`src/rtl/bcd_scan_driver.sv`:
```
// bcd_scan_driver
// Converts a 10-bit binary value to four BCD digits using a sequential
// shift-and-add-3 converter, then scans those digits onto a 4-digit
// common-segment display with optional leading-zero blanking.
// digit_code / digit_sel are decoded combinationally from registered state so
// that a display update shows on the current position right after its edge.

module bcd_scan_driver #(
    parameter int   SCAN_DIV      = 50000,
    parameter logic SEL_INVERT    = 1'b0,
    parameter logic BLANK_LEADING = 1'b1
) (
    input  logic       clk,
    input  logic       rst,
    input  logic [9:0] value,
    input  logic       load,
    output logic       busy,
    output logic       done,
    output logic [3:0] digit_code,
    output logic [3:0] digit_sel
);

    localparam int            PW       = $clog2(SCAN_DIV);
    localparam logic [PW-1:0] PRE_MAX  = PW'(SCAN_DIV - 1);
    localparam logic [PW-1:0] PRE_ZERO = PW'(0);
    localparam logic [PW-1:0] PRE_ONE  = PW'(1);

    typedef enum logic {
        ST_IDLE = 1'b0,
        ST_CONV = 1'b1
    } state_t;

    // Add 3 to a single BCD nibble when it is 5 or more.
    function automatic logic [3:0] add3(input logic [3:0] nib);
        logic [3:0] res;
        if (nib >= 4'd5) begin
            res = nib + 4'd3;
        end else begin
            res = nib;
        end
        return res;
    endfunction

    // Apply the add-3 correction to all four nibbles of the accumulator.
    function automatic logic [15:0] adjust_bcd(input logic [15:0] bcd);
        return {add3(bcd[15:12]), add3(bcd[11:8]), add3(bcd[7:4]), add3(bcd[3:0])};
    endfunction

    state_t        state_r;
    logic [9:0]    shift_r;
    logic [15:0]   bcd_r;
    logic [3:0]    iter_r;
    logic [15:0]   disp_r;
    logic [PW-1:0] pre_r;
    logic [1:0]    idx_r;

    logic [15:0]   bcd_adj_s;
    logic [15:0]   bcd_next_s;
    logic          blank_s;
    logic [3:0]    sel_hi_s;

    // One converter iteration: correct nibbles, then shift in the next binary bit.
    always_comb begin
        bcd_adj_s  = adjust_bcd(bcd_r);
        bcd_next_s = {bcd_adj_s[14:0], shift_r[9]};
    end

    // Conversion FSM: accepts loads when idle, runs ten iterations, commits result.
    always_ff @(posedge clk or posedge rst) begin
        if (rst) begin
            state_r <= ST_IDLE;
            busy    <= 1'b0;
            done    <= 1'b0;
            shift_r <= 10'd0;
            bcd_r   <= 16'd0;
            iter_r  <= 4'd0;
            disp_r  <= 16'd0;
        end else begin
            done <= 1'b0;
            case (state_r)
                ST_IDLE: begin
                    if (load) begin
                        shift_r <= value;
                        bcd_r   <= 16'd0;
                        iter_r  <= 4'd0;
                        busy    <= 1'b1;
                        state_r <= ST_CONV;
                    end
                end
                ST_CONV: begin
                    shift_r <= {shift_r[8:0], 1'b0};
                    bcd_r   <= bcd_next_s;
                    iter_r  <= iter_r + 4'd1;
                    if (iter_r == 4'd9) begin
                        disp_r  <= bcd_next_s;
                        busy    <= 1'b0;
                        done    <= 1'b1;
                        state_r <= ST_IDLE;
                    end
                end
                default: begin
                    busy    <= 1'b0;
                    state_r <= ST_IDLE;
                end
            endcase
        end
    end

    // Scan prescaler and digit index; runs regardless of conversion activity.
    always_ff @(posedge clk or posedge rst) begin
        if (rst) begin
            pre_r <= PRE_ZERO;
            idx_r <= 2'd0;
        end else if (pre_r == PRE_MAX) begin
            pre_r <= PRE_ZERO;
            idx_r <= idx_r + 2'd1;
        end else begin
            pre_r <= pre_r + PRE_ONE;
        end
    end

    // Select the nibble for the scanned position and decide whether it is a leading zero.
    always_comb begin
        digit_code = 4'd0;
        blank_s    = 1'b0;
        case (idx_r)
            2'd0: begin
                digit_code = disp_r[3:0];
                blank_s    = 1'b0;
            end
            2'd1: begin
                digit_code = disp_r[7:4];
                blank_s    = (disp_r[15:4] == 12'd0);
            end
            2'd2: begin
                digit_code = disp_r[11:8];
                blank_s    = (disp_r[15:8] == 8'd0);
            end
            2'd3: begin
                digit_code = disp_r[15:12];
                blank_s    = (disp_r[15:12] == 4'd0);
            end
            default: begin
                digit_code = 4'd0;
                blank_s    = 1'b0;
            end
        endcase
    end

    // Build the one-hot digit enable, drop it for blanked positions, apply polarity.
    always_comb begin
        sel_hi_s = 4'b0000;
        if (BLANK_LEADING && blank_s) begin
            sel_hi_s = 4'b0000;
        end else begin
            sel_hi_s = 4'b0001 << idx_r;
        end
        if (SEL_INVERT) begin
            digit_sel = ~sel_hi_s;
        end else begin
            digit_sel = sel_hi_s;
        end
    end

endmodule
```
`config.mk`:
```
export PLATFORM = sky130hd
export DESIGN_NAME = bcd_scan_driver
export DESIGN_NICKNAME = d
export VERILOG_FILES = /design/src/rtl/bcd_scan_driver.sv
export SDC_FILE = /design/constraint.sdc
export NUM_CORES = 1
export LEC_CHECK = 0
export CAP_MARGIN = 30
export CELL_PAD_IN_SITES_DETAIL_PLACEMENT = 0
export CELL_PAD_IN_SITES_GLOBAL_PLACEMENT = 1
export CORE_MARGIN = 4
export CORE_UTILIZATION = 35
export DETAILED_ROUTE_END_ITERATION = 12
export PLACE_DENSITY_LB_ADDON = 0.08
export SYNTH_ARGS = -nofsm -noshare
export SYNTH_HDL_FRONTEND = slang
export SYNTH_SLANG_ARGS = --single-unit
```
`constraint.sdc`:
```
create_clock -name clk -period 2.1 [get_ports clk]
set_input_delay 0.42 -clock clk [delete_from_list [all_inputs] [get_ports clk]]
set_output_delay 0.42 -clock clk [all_outputs]
set_load 0.03 [all_outputs]
```
==> results.md, run 1 <==
- Fmax: 452 MHz
- Number of hold-repair buffers added at the cts stage: 0
- Final worst path period share: 105%
- Result of the run: finished with violations
- Worst reg-to-reg path cell count: 6
- Number of clock buffers inserted by TritonCTS: 9
- HPWL after detailed placement: 4.89 mm
- Floorplan die height: 106 um
- Share of flip-flops with an asynchronous set or reset after synthesis: 100%
- Maximum resistive drop on vdd: 0.412 mV
- Overflow left after global routing: 0
- Sequential share of power: 38.5%
- R2R Path End: disp_r[6]
- Core area: 9330 sq um
- Wire length of the first global-routing pass: 12.6 mm
- Minimum clock period after layout: 2.21 ns
- Synthesized netlist cell count: 332
- Final setup slack of the worst path: -0.115 ns
- Max-slew headroom: 69.8%
- Terminating pin of the worst hold path: shift_r[6]
- Worst setup path class: flop to output port
- Root Buffer: clkbuf_8
- Yosys Warn Count: 0
- Fin Hold WS: 0.482 ns
- Final wirelength: 7.08 mm
- Count of buffer and inverter cells on the critical path: 2
- GP Congestion: 0.734
- Pin count of the biggest net entering global routing: 68
- Count of state elements after synthesis: 67
- CTS Buffer Depth: 2
- PwrDens: 1250 nW/um^2
- Crit path required time: 1.68 ns
- Final antenna diode count: 0
- Clock latency reported for the late side of the worst-skew pair: 0.34 ns
- Total DRC errors in the routed layout: 0
- Total routing usage reported by global routing: 13.7%
- Crit-path max cell delay: 0.48 ns
- Worst flop-to-flop path startpoint: bcd_r[4]
- Register-to-Register Setup Slack: 0.50 ns
- Fraction of post-synthesis cell area in the top cell type by area: 49.4%
- Clock-pin transition on the worst setup and hold timing paths: 0.08 ns
- Number of antenna violations at the first check in global routing: 0
- H-tree depth: 3
- First drt pass iteration count: 5
- Final slew viol count: 0
- Final-report setup violation count: 2
- Critical-path top delay cell: dfrtp_2
- Number of distinct library cell variants in the gate-level netlist after synthesis: 42
- Net switching power figure: 1800 uW
- Internal cell power: 3490 uW
- Number of rows in the core area: 35
- Total of buffers placed on input and output ports: 22
- Post-synthesis cell type with the largest combined area: dfrtp_1
- # clock sinks: 67
- Number of endpoints with negative hold slack in the final report: 0
- Top cells by area, synth: dfrtp_1, ha_1, mux2i_1, o21ai_0, nand2_1
- Worst setup skew after layout: 0.00583 ns
- Element type at the critical path end: output port
- Sequential cell area fraction in the yosys report: 49.4%
- Transition at the pin with the smallest max-transition slack: 0.452 ns
- X dimension of the die: 106 um
- Max-cap viol count: 0
- Layout cell share with drive strength beyond 1: 18.9%
- I/O pin total: 23
- Area added between synthesis and finish: 25.1%
- Initial Utilization: 36.4%
- Unrepaired setup endpoints after global routing: true
- Failing checks: setup timing
- Number of cells on the worst hold path: 2
- Mean Syn Cell Area: 10.2 sq um
- Data arrival time of the critical path: 1.79 ns
- Hold/Removal Path Class: flop to flop
- Routed len/inst: 14.0 um
- Most frequently used flop master after synthesis: dfrtp_1
- Power, Total: 5290 uW
- Detailed router's first-iteration violation count: 102
- TritonCTS clock tree: yes
- Synthesized Nets: 360
- Power share of the combinational group: 32.3%
- Critical path fanouts, max: 4
- Die Area: 11300 sq um
- Clock network fraction of total power: 29.2%
- DR vias/cell: 4.94
- Via count of the first global-routing pass: 2533
- Proportion of total power due to net switching: 34.1%
- Number of routed nets with antenna violations: 0
- Startpoint types: flop
- Critical path cell sequence: ha_4 > buf_6 > a222oi_1 > mux2i_1 > buf_4
- Pleak: 0.00191 uW
- Count of flip-flops with a built-in enable after synthesis: 0
- Nets: 399
- Summed instance area of the synthesized netlist: 3390 sq um
- Min-Delay Startpoint: shift_r[5]
- Largest delay share family, worst path: flip-flops
- Number of vias in the routed layout: 2496
synthesized netlist by cell type (all sizes together), types with 8 or more instances:
library cell,n
a21oi,13
dfrtp,67
ha,15
inv,18
mux2i,17
nand2,42
nand3,8
nor2,20
nor3b,9
o21ai,32
o22ai,10
xnor2,14
logic make-up after synthesis:
logic type	synth area share, %
simple gates	17.5
compound gates	12.1
flops	49.4
buf+inv	3.91
mux	6.67
xor+xnor	4.90
fa+ha+maj	5.53
per-stage QoR:
stage / util, % / instances / worst slack (ns) / setup TNS, ns / area (sq um)
floorplan: - / 332 / -0.0355 / -0.142 / 3400
global placement: 41.0 / 484 / -0.00951 / -0.0190 / 3830
detailed placement: 41.0 / 484 / -0.0741 / -0.0996 / 3830
CTS: 45.4 / 504 / -0.0988 / -0.245 / 4240
global route: 45.5 / 505 / -0.210 / -0.721 / 4240
finish: 45.5 / 505 / -0.115 / -0.221 / 4240
layer usage:
layer,share of wire [%],GRT usage [%]
met5,0,0
met3,2.8,2.31
met2,47,21.9
met4,2.6,6.48
met1,47,18.1
layout by cell type (no fill, tap or decap), types with 3 or more instances in the layout:
master	count
xnor2_1	14
a21o_1	5
clkbuf_8	9
nand2b_1	4
ha_1	11
ha_4	4
bufinv_16	5
a21oi_1	10
xor2_1	5
mux2_2	5
mux2i_1	17
nor3b_1	9
dfrtp_1	65
buf_6	8
nor2_1	18
o22ai_1	10
buf_4	17
o21ai_0	32
nand3_1	7
nand4_1	3
nor3_1	6
inv_1	15
nand2_1	42
a21oi_2	3
clkdlybuf4s50_1	14
a222oi_1	4
how the worst max path moves through the flow:
stage / startpoint / cells after the start / slack, ns / endpoint
global placement: idx_r[0] / 5 / -0.01 / digit_code[1]
detailed placement: idx_r[0] / 5 / -0.07 / digit_code[0]
CTS: idx_r[1] / 5 / -0.1 / digit_code[2]
global route: idx_r[1] / 5 / -0.21 / digit_code[3]
finish: idx_r[1] / 5 / -0.11 / digit_code[3]
floorplan: idx_r[0] / 4 / -0.04 / digit_code[0]
sequential cells by signal (all words and copies together), names as in the netlist:
name / flops
state_r: 1
iter_r: 4
bcd_r: 16
disp_r: 16
done: 1
idx_r: 2
busy: 1
shift_r: 10
pre_r: 16
worst min-delay path, cell delays in order (launching register included):
cell and delay [ns]:
dfrtp_1 0.34, nand2_1 0.05, o21ai_0 0.06
final cells by class:
cell class / instances / area, sq um
repair buffers: 41 / 387
well taps: 129 / 161
clock buffers: 9 / 124
clock inverters: 7 / 164
flip-flops and latches: 67 / 1680
inverters: 20 / 83.8
fillers: 918 / 5080
multi-input cells: 232 / 1650
power by group through the flow:
| stage | clock [uW] | combinational, uW | sequential (uW) |
|---|---|---|---|
| after floorplan | 0 | 1320 | 1960 |
| after global placement | 0 | 1720 | 2060 |
| after detailed placement | 0 | 1750 | 2060 |
| after CTS | 1590 | 1760 | 2040 |
| after global routing | 1660 | 1960 | 2120 |
| final | 1540 | 1710 | 2040 |
repair_timing:
action	CTS	global route
endpoints found under the setup margin	8	7
gates resized for setup	38	0
endpoints found under the hold margin	0	0
buffers inserted	5	2
pin swaps	10	4
No activity file was read; power rests on OpenSTA's default activity.
==> run 2: changes to the inputs <==
--- a/config.mk
+++ b/config.mk
@@ -11,4 +11,5 @@
 export CORE_MARGIN = 4
 export CORE_UTILIZATION = 35
+export CTS_BUF_LIST = sky130_fd_sc_hd__clkbuf_16
 export DETAILED_ROUTE_END_ITERATION = 12
 export PLACE_DENSITY_LB_ADDON = 0.08
==> constraint.sdc (replaced) <==
create_clock -name clk -period 2.1 [get_ports clk]
set_input_delay 0.315 -clock clk [delete_from_list [all_inputs] [get_ports clk]]
set_output_delay 0.315 -clock clk [all_outputs]
set_load 0.03 [all_outputs]
==> results.md, run 2 (synthesized netlist as in run 1, its figures left out) <==
- I/O pin total: 23
- # clock sinks: 67
- CTS Buffer Depth: 2
- Total of buffers placed on input and output ports: 22
- Initial Utilization: 36.4%
- Number of clock buffers inserted by TritonCTS: 9
- Layout cell share with drive strength beyond 1: 14.6%
- Result of the run: finished clean
- Die Area: 11300 sq um
- Final wirelength: 6.93 mm
- Element type at the critical path end: output port
- Crit path required time: 1.78 ns
- Critical path fanouts, max: 4
- Pin count of the biggest net entering global routing: 31
- PwrDens: 1310 nW/um^2
- Non-Filler Cell Area, Final: 4160 sq um
- Pleak: 0.00189 uW
- Most used cell along the critical path: buf_4
- First drt pass iteration count: 4
- Core area: 9330 sq um
- X dimension of the die: 106 um
- Final standard cell utilization of the core: 44.5%
- Number of antenna violations at the first check in global routing: 0
- Number of endpoints with negative hold slack in the final report: 0
- Transition at the pin with the smallest max-transition slack: 0.412 ns
- Number of routed nets with antenna violations: 0
- Most frequent cells in the layout: dfrtp_1, nand2_1, o21ai_0
- Final antenna diode count: 0
- Area added between synthesis and finish: 22.5%
- Final worst path period share: 96.3%
- Fmax: 495 MHz
- Number of vias in the routed layout: 2422
- Fin Hold WS: 0.295 ns
- Leading registers by flop count: bcd_r: 16 flops, disp_r: 16 flops, pre_r: 16 flops
- Hold/Removal Path Class: primary input to async pin
- Startpoint types: flop
- Crit-path max cell delay: 0.39 ns
- Max-cap viol count: 0
- Critical path cell sequence: inv_2 > ha_4 > buf_4 > a222oi_1 > mux2i_1 > buf_4
- HPWL after detailed placement: 4.99 mm
- Data arrival time of the critical path: 1.71 ns
- Final TNS setup: 0 ns
- Clock-pin transition on the worst setup and hold timing paths: 0.06 ns
- Via count of the first global-routing pass: 2587
- Number of rows in the core area: 35
- Floorplan die height: 106 um
- Worst setup skew after layout: 0.00503 ns
- Nets: 392
- GP Congestion: 0.766
- Final setup slack of the worst path: 0.0781 ns
- Detailed router's first-iteration violation count: 68
- Cell area after placement: 3810 sq um
- Maximum resistive drop on vdd: 0.503 mV
- Max-slew headroom: 72.5%
- Clock latency reported for the late side of the worst-skew pair: 0.33 ns
- Worst setup path class: flop to output port
- Final slew viol count: 0
- Overflow left after global routing: 0
- Total routing usage reported by global routing: 13.8%
- Root Buffer: clkbuf_16
- Place WS: -0.0235 ns
- H-tree depth: 3
- Unrepaired setup endpoints after global routing: true
- Total DRC errors in the routed layout: 0
- Count of buffer and inverter cells on the critical path: 3
- Critical-path top delay cell: dfrtp_1
- DR vias/cell: 4.86
- Minimum clock period after layout: 2.02 ns
- Largest delay share family, worst path: buffers and inverters
- Final-report setup violation count: 0
- Wire length of the first global-routing pass: 12.5 mm
- Routed len/inst: 13.9 um
- Most frequent standard cell in the layout excluding fill and tap cells: dfrtp_1
- TritonCTS clock tree: yes
run 2: cell types whose count changed in the layout (fill, tap and decap cells not counted), moves of 2 or more:
cell       delta
buf_2         +3
buf_4         -3
buf_6         -8
bufinv_16     -2
clkbuf_16     +9
clkbuf_8      -9
clkinv_1      +3
dfrtp_1       +2
dfrtp_2       -2
ha_2          +2
ha_4          -3
inv_2         +2
inv_4         -2
run 2: path summary, 6_finish.rpt:
path / from / slack, ns / end / cells past startpoint
hold reg to reg: shift_r[1] / 0.48 / shift_r[2] / 2
setup / recovery: idx_r[0] / 0.08 / digit_code[2] / 6
min in group clk: shift_r[1] / 0.48 / shift_r[2] / 2
setup reg to reg: bcd_r[0] / 0.51 / disp_r[2] / 6
hold / removal: rst / 0.30 / pre_r[14] / 2
max in group asynchronous: rst / 1.30 / disp_r[13] / 3
run 2: what timing repair did:
item                                    4_1_cts  5_1_grt
endpoints found under the setup margin        5        4
gates resized for setup                      14        7
hold buffers                                  0        0
buffers inserted                              0        1
gates cloned                                  0        0
pin swaps                                     0        2
run 2: layer usage:
metal  track usage [%]  part of all wire, %  vias to the layer above
met5                 0                    0                        -
met1              16.7                   45                     1177
met4              5.57                  1.7                        0
met3              3.83                  2.5                       10
met2              23.3                   51                       23
li1                  -                    -                     1212
run 2: power by group:
group          total [uW]  switching [uW]  internal, uW  leakage [uW]
clock network        1690             547          1140      0.000162
registers            2030             347          1690      0.000861
logic                1700             943           757      0.000869
total                5430            1840          3590       0.00189
run 2: cell type report:
type	count	area [sq um]
Timing Repair Buffer	34	309
Sequential cell	67	1680
Clock inverter	7	106
Clock buffer	9	225
Fill cell	910	5170
Multi-Input combinational cell	232	1600
Tap cell	129	161
Inverter	20	75.1
run 2: metrics by stage:
step,instances,power (uW)
floorplan,332,3280
global placement,481,3770
detailed placement,481,3820
CTS,497,5540
global route,498,5870
finish,498,5430
==> run 3: changes to the inputs <==
- clock period: 2.1 -> 1.9 ns (I/O delays scaled with it)
==> results.md, run 3 (synthesized netlist as in run 1, its figures left out) <==
- Result of the run: finished with violations
- Failing checks: setup timing
- Pin count of the biggest net entering global routing: 68
- Critical path fanouts, max: 4
- X dimension of the die: 106 um
- Nets: 398
- GP Congestion: 0.751
- Crit path required time: 1.62 ns
- Transition at the pin with the smallest max-transition slack: 0.435 ns
- Layout cell share with drive strength beyond 1: 18.7%
- Unrepaired setup endpoints after global routing: true
- Data arrival time of the critical path: 1.72 ns
- Root Buffer: clkbuf_16
- Total of buffers placed on input and output ports: 22
- Maximum resistive drop on vdd: 0.475 mV
- Detailed router's first-iteration violation count: 119
- Total routing usage reported by global routing: 13.9%
- Final antenna diode count: 0
- I/O pin total: 23
- Via count of the first global-routing pass: 2529
- Final slew viol count: 0
- Leading registers by flop count: bcd_r: 16 flops, disp_r: 16 flops, pre_r: 16 flops
- Initial Utilization: 36.4%
- CTS Buffer Depth: 2
- Max-cap viol count: 0
- DR vias/cell: 4.80
- Number of routed nets with antenna violations: 0
- Number of endpoints with negative hold slack in the final report: 0
- Pleak: 0.00189 uW
- Final setup slack of the worst path: -0.107 ns
- Fmax: 498 MHz
- First drt pass iteration count: 6
- Area taken by multi-input logic gates: 1650 sq um
- Number of hold-repair buffers added at the cts stage: 0
- Routed met1 length: 3.33 mm
- PwrDens: 1340 nW/um^2
- Clock latency reported for the late side of the worst-skew pair: 0.33 ns
- Startpoint types: flop
- Area added between synthesis and finish: 24.2%
- Die Area: 11300 sq um
- Floorplan die height: 106 um
- Final worst path period share: 106%
- Most frequent standard cell in the layout excluding fill and tap cells: dfrtp_1
- Non-Filler Cell Area, Final: 4210 sq um
- Worst setup path class: flop to output port
- Wire length of the first global-routing pass: 12.5 mm
- Clock-pin transition on the worst setup and hold timing paths: 0.06 ns
- HPWL after detailed placement: 4.89 mm
- Routed len/inst: 14.0 um
- Top Metal Used: met4
- Met3 wirelength from detailed routing: 174 um
- Area occupied by registers: 1680 sq um
- Core area: 9330 sq um
- TritonCTS clock tree: yes
- Most frequent cells in the layout: dfrtp_1, nand2_1, o21ai_0
- Overflow left after global routing: 0
- Cell area after placement: 3820 sq um
- Total DRC errors in the routed layout: 0
- Worst reg-to-reg path cell count: 6
- Minimum clock period after layout: 2.01 ns
- Count of filler cells inserted in the layout: 893
- Number of rows in the core area: 35
- Hold/Removal Path Class: primary input to async pin
- Number of antenna violations at the first check in global routing: 0
- Element type at the critical path end: output port
- Final wirelength: 7.06 mm
- # clock sinks: 67
- Final standard cell utilization of the core: 45.2%
- H-tree depth: 3
- Amount of wire on met2 after detailed routing: 3.47 mm
- Final-report setup violation count: 4
- Max-slew headroom: 70.7%
- Worst setup skew after layout: 0.00642 ns
- Number of clock buffers inserted by TritonCTS: 9
- Number of vias in the routed layout: 2417
run 3: cell count changes in the layout (fill, tap and decap cells not counted), sizes merged:
cell	delta
clkinvlp	+4
dlygate4sd2	-1
bufinv	-3
inv	-1
buf	+7
run 3: worst paths after layout:
path	endpoint	startpoint	slack (ns)
max	digit_code[3]	idx_r[0]	-0.11
min	pre_r[0]	rst	0.40
max reg2reg	bcd_r[14]	bcd_r[12]	0.31
min reg2reg	shift_r[7]	shift_r[6]	0.48
max in group asynchronous	idx_r[1]	rst	1.20
min in group clk	shift_r[7]	shift_r[6]	0.48
run 3: report_power, final:
| group | leakage, uW | switching, uW | internal [uW] |
|---|---|---|---|
| clock network | 0.000125 | 630 | 874 |
| logic | 0.000907 | 1050 | 848 |
| registers | 0.000858 | 379 | 1870 |
| total | 0.00189 | 2060 | 3590 |
run 3: worst max-delay path, cell delays in order (launching register included):
cell      delay, ns
dfrtp_2        0.44
inv_4          0.06
ha_4           0.16
buf_6          0.12
a222oi_1       0.31
mux2i_1        0.12
buf_4          0.18
run 3: layout make-up:
type                       instances  share of cell area (%)
sequential                        67                    39.8
inverter                          20                    1.99
tap                              129                    3.83
multi-input combinational        232                    39.0
timing repair buffer              40                    8.88
clock buffer                       9                    5.34
clock inverter                     7                    1.07
run 3: what timing repair did:
| action | in CTS | in global routing |
|---|---|---|
| endpoints found under the setup margin | 7 | 7 |
| buffers inserted | 4 | 1 |
| pin swaps | 11 | 6 |
| gates resized for setup | 31 | 5 |
run 3: per-stage QoR:
step | power, uW | worst slack (ns) | instances | hold slack, ns | TNS (ns)
floorplan | 3630 | -0.101 | 332 | 0.435 | -0.402
global placement | 4170 | -0.0691 | 484 | 0.465 | -0.138
detailed placement | 4210 | -0.123 | 484 | 0.472 | -0.207
CTS | 5750 | -0.104 | 503 | 0.414 | -0.293
global route | 6150 | -0.234 | 504 | 0.430 | -1.02
finish | 5650 | -0.107 | 504 | 0.396 | -0.325
run 3: routing by layer:
layer  track usage [%]  up-vias
met5                 0        -
met3              3.76        9
met1              17.9     1157
met4              4.93        0
met2              22.6       22
li1                  -     1229
